## config.mk

```make
export PLATFORM = sky130hd
export DESIGN_NAME = speck_cipher_core
export DESIGN_NICKNAME = d
export VERILOG_FILES = /design/src/rtl/speck_cipher_core.sv
export SDC_FILE = /design/constraint.sdc
export NUM_CORES = 1
export LEC_CHECK = 0
export BUFFER_PORTS_ARGS = -buffer_cell sky130_fd_sc_hd__buf_2
export CAP_MARGIN = 20
export CORE_AREA = 10 10 386 388
export CTS_BUF_LIST = sky130_fd_sc_hd__clkbuf_4 sky130_fd_sc_hd__clkbuf_8 sky130_fd_sc_hd__clkbuf_16
export DETAILED_ROUTE_END_ITERATION = 7
export DIE_AREA = 0 0 396 398
export GPL_ROUTABILITY_DRIVEN = 1
export HOLD_SLACK_MARGIN = 0.1
export PLACE_DENSITY_LB_ADDON = 0.3
export SYNTH_ARGS = -nofsm -noshare
export SYNTH_HDL_FRONTEND = slang
export SYNTH_SLANG_ARGS = --single-unit
export TNS_END_PERCENT = 1
```

## constraint.sdc

```tcl
create_clock -name clk -period 8.6 [get_ports clk]
set_clock_uncertainty 0.05 [all_clocks]
set_input_delay 0.86 -clock clk [delete_from_list [all_inputs] [get_ports clk]]
set_output_delay 0.86 -clock clk [all_outputs]
set_load 0.05 [all_outputs]
```

## src/rtl/speck_cipher_core.sv

```systemverilog
// Speck block cipher core: encrypt/decrypt per block, UNROLL rounds per clock,
// valid/ready on both sides with the result held until accepted.
module speck_cipher_core #(
    parameter int W      = 32,
    parameter int ROUNDS = 27,
    parameter int UNROLL = 1,
    parameter int ALPHA  = (W == 16) ? 7 : 8,
    parameter int BETA   = (W == 16) ? 2 : 3
) (
    input  logic                  clk,
    input  logic                  rst,
    input  logic                  in_valid,
    output logic                  in_ready,
    input  logic                  in_decrypt,
    input  logic [W-1:0]          in_x,
    input  logic [W-1:0]          in_y,
    input  logic [W*ROUNDS-1:0]   rk_flat,
    output logic                  out_valid,
    input  logic                  out_ready,
    output logic [W-1:0]          out_x,
    output logic [W-1:0]          out_y,
    output logic                  out_decrypt,
    output logic                  busy
);

    localparam int NSTEP = ROUNDS / UNROLL;
    localparam int CW    = $clog2(NSTEP) + 1;
    localparam int KB    = (ROUNDS > 1) ? $clog2(ROUNDS) : 1;

    if (UNROLL < 1 || (ROUNDS % UNROLL) != 0) begin : g_bad_unroll
        $error("UNROLL must be >= 1 and divide ROUNDS");
    end

    typedef enum logic [1:0] {IDLE, RUN, DONE} state_t;

    state_t          state, state_next;
    logic [W-1:0]    x, y;
    logic [CW-1:0]   step;
    logic            mode;
    logic            accept, last;

    logic [W-1:0]    rk [ROUNDS];
    logic [W-1:0]    sx [UNROLL+1];
    logic [W-1:0]    sy [UNROLL+1];
    logic [W-1:0]    k, nx, ny;
    int              ki;

    for (genvar i = 0; i < ROUNDS; i++) begin : g_rk
        assign rk[i] = rk_flat[i*W +: W];
    end

    function automatic logic [W-1:0] rol(input logic [W-1:0] v, input int n);
        return (v << n) | (v >> (W - n));
    endfunction

    function automatic logic [W-1:0] ror(input logic [W-1:0] v, input int n);
        return (v >> n) | (v << (W - n));
    endfunction

    // Combinational chain of UNROLL rounds starting from the registered state
    always_comb begin
        sx[0] = x;
        sy[0] = y;
        k     = '0;
        nx    = '0;
        ny    = '0;
        ki    = 0;
        for (int j = 0; j < UNROLL; j++) begin
            if (mode)
                ki = ROUNDS - 1 - int'(step) * UNROLL - j;
            else
                ki = int'(step) * UNROLL + j;
            k = rk[KB'(ki)];
            if (mode) begin
                ny = ror(sx[j] ^ sy[j], BETA);
                nx = rol((sx[j] ^ k) - ny, ALPHA);
            end else begin
                nx = (ror(sx[j], ALPHA) + sy[j]) ^ k;
                ny = rol(sy[j], BETA) ^ nx;
            end
            sx[j+1] = nx;
            sy[j+1] = ny;
        end
    end

    assign in_ready = (state == IDLE) | ((state == DONE) & out_ready);
    assign accept   = in_valid & in_ready;
    assign last     = (state == RUN) && (step == CW'(NSTEP - 1));

    always_comb begin
        state_next = state;
        unique case (state)
            IDLE: if (in_valid) state_next = RUN;
            RUN:  if (last) state_next = DONE;
            DONE: if (out_ready) state_next = in_valid ? RUN : IDLE;
            default: state_next = IDLE;
        endcase
    end

    always_ff @(posedge clk or posedge rst) begin
        if (rst) begin
            state       <= IDLE;
            x           <= '0;
            y           <= '0;
            step        <= '0;
            mode        <= 1'b0;
            out_x       <= '0;
            out_y       <= '0;
            out_decrypt <= 1'b0;
            out_valid   <= 1'b0;
            busy        <= 1'b0;
        end else begin
            state <= state_next;
            if (state == DONE && out_ready)
                out_valid <= 1'b0;
            if (accept) begin
                x    <= in_x;
                y    <= in_y;
                mode <= in_decrypt;
                step <= '0;
                busy <= 1'b1;
            end else if (state == RUN) begin
                x <= sx[UNROLL];
                y <= sy[UNROLL];
                if (last) begin
                    out_x       <= sx[UNROLL];
                    out_y       <= sy[UNROLL];
                    out_decrypt <= mode;
                    out_valid   <= 1'b1;
                    busy        <= 1'b0;
                end else begin
                    step <= step + CW'(1);
                end
            end
        end
    end

endmodule
```

# Word level (Yosys, flattened, before mapping)
# Index checks and enable logic that the tools add are counted.
# totals
output_inout_bits	68
inputBits	933
reg_bits	140
elab_cells	69
# op_classes
n_mux	25
n_lt_le_gt_ge	1
n_reduce_logical	9
add_sub_neg	4
n_bitwise	13
eq_ne	7
# op_table
cell	count
$mux 32	8
$bmux 32 s5	1
$xor 32x32->32	4
$add 32x32->32	1
$or 24x32->32	1
$or 29x32->32	1
$or 32x3->32	1
$or 32x8->32	1
$sub 32x32->32	1
$mux 6	3
$mux 1	8
$ne 2x2->1 const B	4
$add 6x1->6 const B	1
$eq 6x5->1 const B	1
$ge 5x6->1 const B	1
$mux 2	3
$pmux 2 s3	1
$reduce_and 3->1	2
$mux 5	1
$not 5->5	1
$sub 5x5->5 const A	1
$reduce_and 2->1	2
$reduce_bool 2->1	2
$and 1x1->1	2
6 further kinds	7

# Longest topological paths before layout
# logic_depth
word_depth	12
ltp_mapped	28
mapped_depth_nobuf	21

# Least setup slack after synthesis
# No wires, ideal clock.
# synth_timing
kind	register -> register
startpoint	register step[0]
endpoint	register x[7]
stages_incl_launch_ff	27
path_buffers	7
arrival_ns	5.949
slack_ns	2.470
setup_time_ns	0.131
period_less_slack_ns	6.130
required_time_ns	8.419
path_cell_list	dfrtp_1 -> buf_2 -> buf_4 -> inv_1 -> clkbuf_1 -> ha_1 -> mux2_2 -> buf_4 -> buf_6 -> buf_6 -> buf_4 -> mux4_2 -> or3_1 -> a32oi_1 -> o211ai_1 -> xor2_1 -> ha_1 -> and4_1 -> and4_1 -> a221oi_1 -> o21ai_1 -> a221oi_1 -> o21ai_1 -> a221oi_1 -> xnor2_1 -> a21oi_1 -> o21ai_1
# synth_via
elab_chain_len	12
word_cells_on_any_way	13
classes_between	2 x add/sub; 7 x mux; 4 x bitwise
# synth_rtl
element	line_no	text
start: declaration	38	logic [CW-1:0] step;
start signal: assignment	132	step <= step + CW'(1);
$sub 5x5->5	70	ki = ROUNDS - 1 - int'(step) * UNROLL - j;
$mux 5 (*)	69	if (mode)
$not 5->5 (implied by the code) (*)	73	k = rk[KB'(ki)];
$bmux 32 s5 (*)	73	
$mux 32 (implied by the code) (*) (2 in a row)	73	
$xor 32x32->32	76	nx = rol((sx[j] ^ k) - ny, ALPHA);
$sub 32x32->32	76	
$or 32x8->32	53	return (v << n) | (v >> (W - n));
$mux 32 (*)	74	if (mode) begin
$mux 32 (*)	122	end else if (state == RUN) begin
$mux 32 (*)	116	if (accept) begin
end signal: assignment	117	x <= in_x;
end signal: assignment	123	x <= sx[UNROLL];
end: declaration	37	logic [W-1:0] x, y;
# Mark *: on every way between the ends. The rest lies on a longest branch, timed or not. The select of a mux whose other input is x is not followed.
# A chain may end at the register's enable or synchronous reset.

# Final worst setup path
# layout_timing
startpoint	register step[0]
endpoint	register out_x[7]
# layout_via
elab_chain_len	10
word_cells_on_any_way	14
classes_between	2 x add/sub; 1 x eq/ne; 5 x mux; 4 x bitwise; 2 x reduce/logical
# layout_rtl
element	line_no	text
$sub 5x5->5	70	
$mux 5	69	
$not 5->5 (implied by the code)	73	
$bmux 32 s5	73	
$mux 32 (implied by the code) (2 in a row)	73	
$xor 32x32->32	76	
$sub 32x32->32	76	
$or 32x8->32	53	
$mux 32	74	
end signal: assignment	126	out_x <= sx[UNROLL];
end: declaration	20	output logic [W-1:0] out_x,
# Parallel ways exist; a longest one is shown, timed or not. The select of a mux whose other input is x is not followed.

==> PnR_summary.wiki <==
{| class="wikitable"
! Metric !! Value
|-
| DRC violation count after routing || 0
|-
| Worst Path Required || ~8900 ps
|-
| Via count of the first global-routing pass || about 22000
|-
| Count of instances resized after the clock tree is built || 0
|-
| Met1 usage in global routing || between 20% and 30%
|-
| Global-route wire length before repair || between 200 and 250 mm
|-
| Setup CP Type || flip-flop to flip-flop
|-
| Number of standard cells after synthesis || approximately 1900
|-
| Kind of start point of the critical path || flip-flop
|-
| Routed length per instance || approximately 39 um
|-
| Buffer levels on the longest clock path || 2
|-
| Die Area || approximately 160000 um2
|-
| Largest net degree at the start of global routing || between 90 and 100
|-
| Share of synthesized area occupied by flip-flops and latches || between 15 and 20%
|-
| Top-level I/O count || about 1000
|-
| Worst-path maximum fanout || 20
|-
| Warnings from Yosys || 0
|-
| Nets || 3780
|-
| Site Rows || 138
|-
| Count of unique library cells instantiated by Yosys || 80
|-
| Clk Tree Root Cell || sky130_fd_sc_hd__clkbuf_16
|-
| # hold bufs at CTS || 0
|-
| H-tree Lvls || 4
|-
| Post-route ant nets || 0
|-
| Met2 GRT Util || 34.97%
|-
| Setup_tns || 0 ps
|-
| Chip Width || roughly 400 um
|-
| Vias || 22000
|-
| Number of slew-limit violations in the final report || 0
|-
| Proportion of netlist area held by the largest area contributor || 20.44%
|-
| Post-CTS setup buffer count || 0
|-
| Maximum clock rate || roughly 140 MHz
|-
| CTS clk-pin slew, worst paths || about 80 ps
|-
| Weighted congestion at the end of routability-driven global placement || roughly 0.95
|-
| Top library cells by usage in the layout, fill and taps aside || 1001 x sky130_fd_sc_hd__buf_2, 176 x sky130_fd_sc_hd__nand2_1, 163 x sky130_fd_sc_hd__mux4_2
|-
| Worst hold margin || roughly 420 ps
|-
| Dominant cells by area after synthesis || sky130_fd_sc_hd__mux4_2 20%, sky130_fd_sc_hd__dfrtp_1 20%, sky130_fd_sc_hd__mux2i_1 6.4%
|-
| Endpoint arrival time on the critical path || ~7500 ps
|-
| Most common cell after layout, fill and taps aside || sky130_fd_sc_hd__buf_2
|-
| Xor and xnor area share after synthesis || approximately 9.7%
|-
| Unrepaired setup endpoints after global routing || no
|-
| GRT met3 Usage || around 7.8%
|-
| Mux share of post-synthesis cell area || between 20% and 30%
|-
| HP Class || flip-flop to flip-flop
|-
| HPWL after DPL || approximately 160 mm
|-
| Initial cell density of the core || roughly an eighth
|-
| Critical path endpoint category || flip-flop
|-
| Proportion of register bits with asynchronous set or reset after synthesis || between 90% and 100%
|-
| Post-synthesis area per instance || 9.662 um2
|-
| Residual overflow from global routing || 0
|-
| Synth-to-layout area growth || 44.33%
|-
| Simple-gate share of the synthesized area || roughly a tenth
|-
| Normalized max-slew margin || 13.80%
|-
| Total GRT Usage || roughly 22%
|-
| Final Routed Wirelength || 184.5 mm
|-
| Number of buffer cells added on primary ports || 1000
|-
| Post-Synthesis Net Count || about 2900
|-
| Summed instance area of the synthesized netlist || ~18000 um2
|-
| Final-report hold violation count || 0
|-
| Height of the die || around 400 um
|-
| Post-synthesis cell type with the largest combined area || sky130_fd_sc_hd__mux4_2
|-
| Setup-violating endpoint count in the final report || 0
|-
| Outcome || complete, no violations
|-
| Count of routing violations after the opening detailed-route iteration || around 2200
|-
| Min Tclk post-route || roughly 7200 ps
|-
| Main combinational cell family by area after synthesis || multiplexers
|-
| Fraction of the cycle the final worst path needs || 83.73%
|-
| Clock tree from TritonCTS || done
|-
| CORE AREA || around 140000 um2
|-
| Antenna violations before repair || between 200 and 250
|-
| Clock latency at the later pin of the worst-skew pair || 480 ps
|-
| Post-synthesis register bit count || 140
|-
| Max-cap violations || 0
|-
| Post-synthesis compound-gate area fraction || 22.31%
|-
| Most used routing layer in global routing || met2
|-
| Count of flip-flops with a built-in enable after synthesis || 0
|-
| Slew at the pin closest to its max-slew limit || 1276 ps
|-
| Share of layout cells above drive strength 1 || a little under half
|-
| Detailed Routing Iterations Pass 1 || 5
|-
| Adder and majority gate portion of the synthesized area || about 5.2%
|-
| Average via count per standard cell || 4.614
|-
| Clk sink count || 140
|-
| Number of buffers added by the clock tree synthesis step || 17
|-
| Post-synth top flop || sky130_fd_sc_hd__dfrtp_1
|}
## critical path, stage by stage, from the launching register on
cell                       delay (ps)
sky130_fd_sc_hd__dfrtp_4          620
sky130_fd_sc_hd__ha_1             330
sky130_fd_sc_hd__o21a_1           250
sky130_fd_sc_hd__o21ai_1          370
sky130_fd_sc_hd__nand2_1          510
sky130_fd_sc_hd__nor3_2           810
sky130_fd_sc_hd__a22oi_1          210
sky130_fd_sc_hd__o211ai_1         390
sky130_fd_sc_hd__xor2_1           250
sky130_fd_sc_hd__ha_1             260
sky130_fd_sc_hd__nor2b_1          140
sky130_fd_sc_hd__o31a_1           290
sky130_fd_sc_hd__a221oi_1         520
sky130_fd_sc_hd__o21ai_1          300
sky130_fd_sc_hd__a221oi_1         580
sky130_fd_sc_hd__o21ai_1          330
sky130_fd_sc_hd__a221oi_1         390
sky130_fd_sc_hd__xnor2_1          120
sky130_fd_sc_hd__a21oi_1          220
sky130_fd_sc_hd__o21ai_1           90
## layout make-up
type                       instances  area (um2)
clock inverter                    12       185.2
sequential                       140        3508
inverter                          20       80.08
clock buffer                      20       460.4
timing repair buffer            1046        5393
tap                             1890        2365
antenna                           90       225.2
multi-input combinational       1549       13710
fill                           16090      115100
## stage by stage
step           utilization, %  setup slack, ps  cell area [um2]  instances
3_5_place_dp            17.76             1502            25050       4645
4_1_cts                 18.22             1463            25700       4677
6_report                18.38             1399            25920       4767
5_1_grt                 18.25            951.7            25750       4696
3_3_place_gp            17.74             1538            25030       4642
2_1_floorplan               -             2470            17960       1859
## path summary, 6_finish.rpt
kind / start / end / slack, ps / cells past startpoint
setup / recovery: step[0] / out_x[7] / 1400 / 19
hold / removal: out_x[14] / out_x[14] / 420 / 2
setup reg to reg: step[0] / out_x[7] / 1400 / 19
hold reg to reg: out_x[14] / out_x[14] / 420 / 2
max in group asynchronous: rst / y[5] / 6510 / 3
min in group asynchronous: rst / busy / 520 / 2
## flip-flops by register name, summed over array words and instances, names as in the netlist
register and cells:
step 6, out_valid 1, y 32, out_x 32, out_y 32, busy 1
out_decrypt 1, state 2, mode 1, x 32
## cell usage after synthesis, types with 15 or more instances
cell / count
sky130_fd_sc_hd__a211oi_1: 19
sky130_fd_sc_hd__a21o_1: 40
sky130_fd_sc_hd__a21oi_1: 109
sky130_fd_sc_hd__a22oi_1: 72
sky130_fd_sc_hd__a32oi_1: 20
sky130_fd_sc_hd__and3_1: 21
sky130_fd_sc_hd__buf_2: 41
sky130_fd_sc_hd__buf_4: 25
sky130_fd_sc_hd__clkbuf_1: 63
sky130_fd_sc_hd__dfrtp_1: 140
sky130_fd_sc_hd__ha_1: 71
sky130_fd_sc_hd__inv_1: 19
sky130_fd_sc_hd__mux2_2: 18
sky130_fd_sc_hd__mux2i_1: 115
sky130_fd_sc_hd__mux4_2: 163
sky130_fd_sc_hd__nand2_1: 177
sky130_fd_sc_hd__nand3_1: 55
sky130_fd_sc_hd__nor2_1: 62
sky130_fd_sc_hd__o211ai_1: 16
sky130_fd_sc_hd__o21a_1: 15
sky130_fd_sc_hd__o21ai_0: 114
sky130_fd_sc_hd__o21ai_1: 73
sky130_fd_sc_hd__xnor2_1: 111
sky130_fd_sc_hd__xor2_1: 56
## kinds of logic (layout without fill, tap and decap cells)
logic type                 after synthesis  count (layout)
other                                    0              90
DFF                                    140             140
adders and majority gates               73              73
and+or+nand+nor                        393             393
muxes                                  303             303
xor gates and xnor gates               179             179
buffers and inverters                  170            1098
AOI/OAI and AO/OA                      601             601
## layer usage
layer | up-vias | routed length, um | part of all wire [%]
li1 | 9208 | - | -
met5 | - | 552 | 0.30
met1 | 10980 | 79610 | 43
met2 | 1419 | 82420 | 45
met4 | 84 | 3721 | 2.0
met3 | 307 | 18210 | 9.9
Power is not shown: default switching activity piles up to over one toggle a cycle in this logic, so the estimate is an artifact.
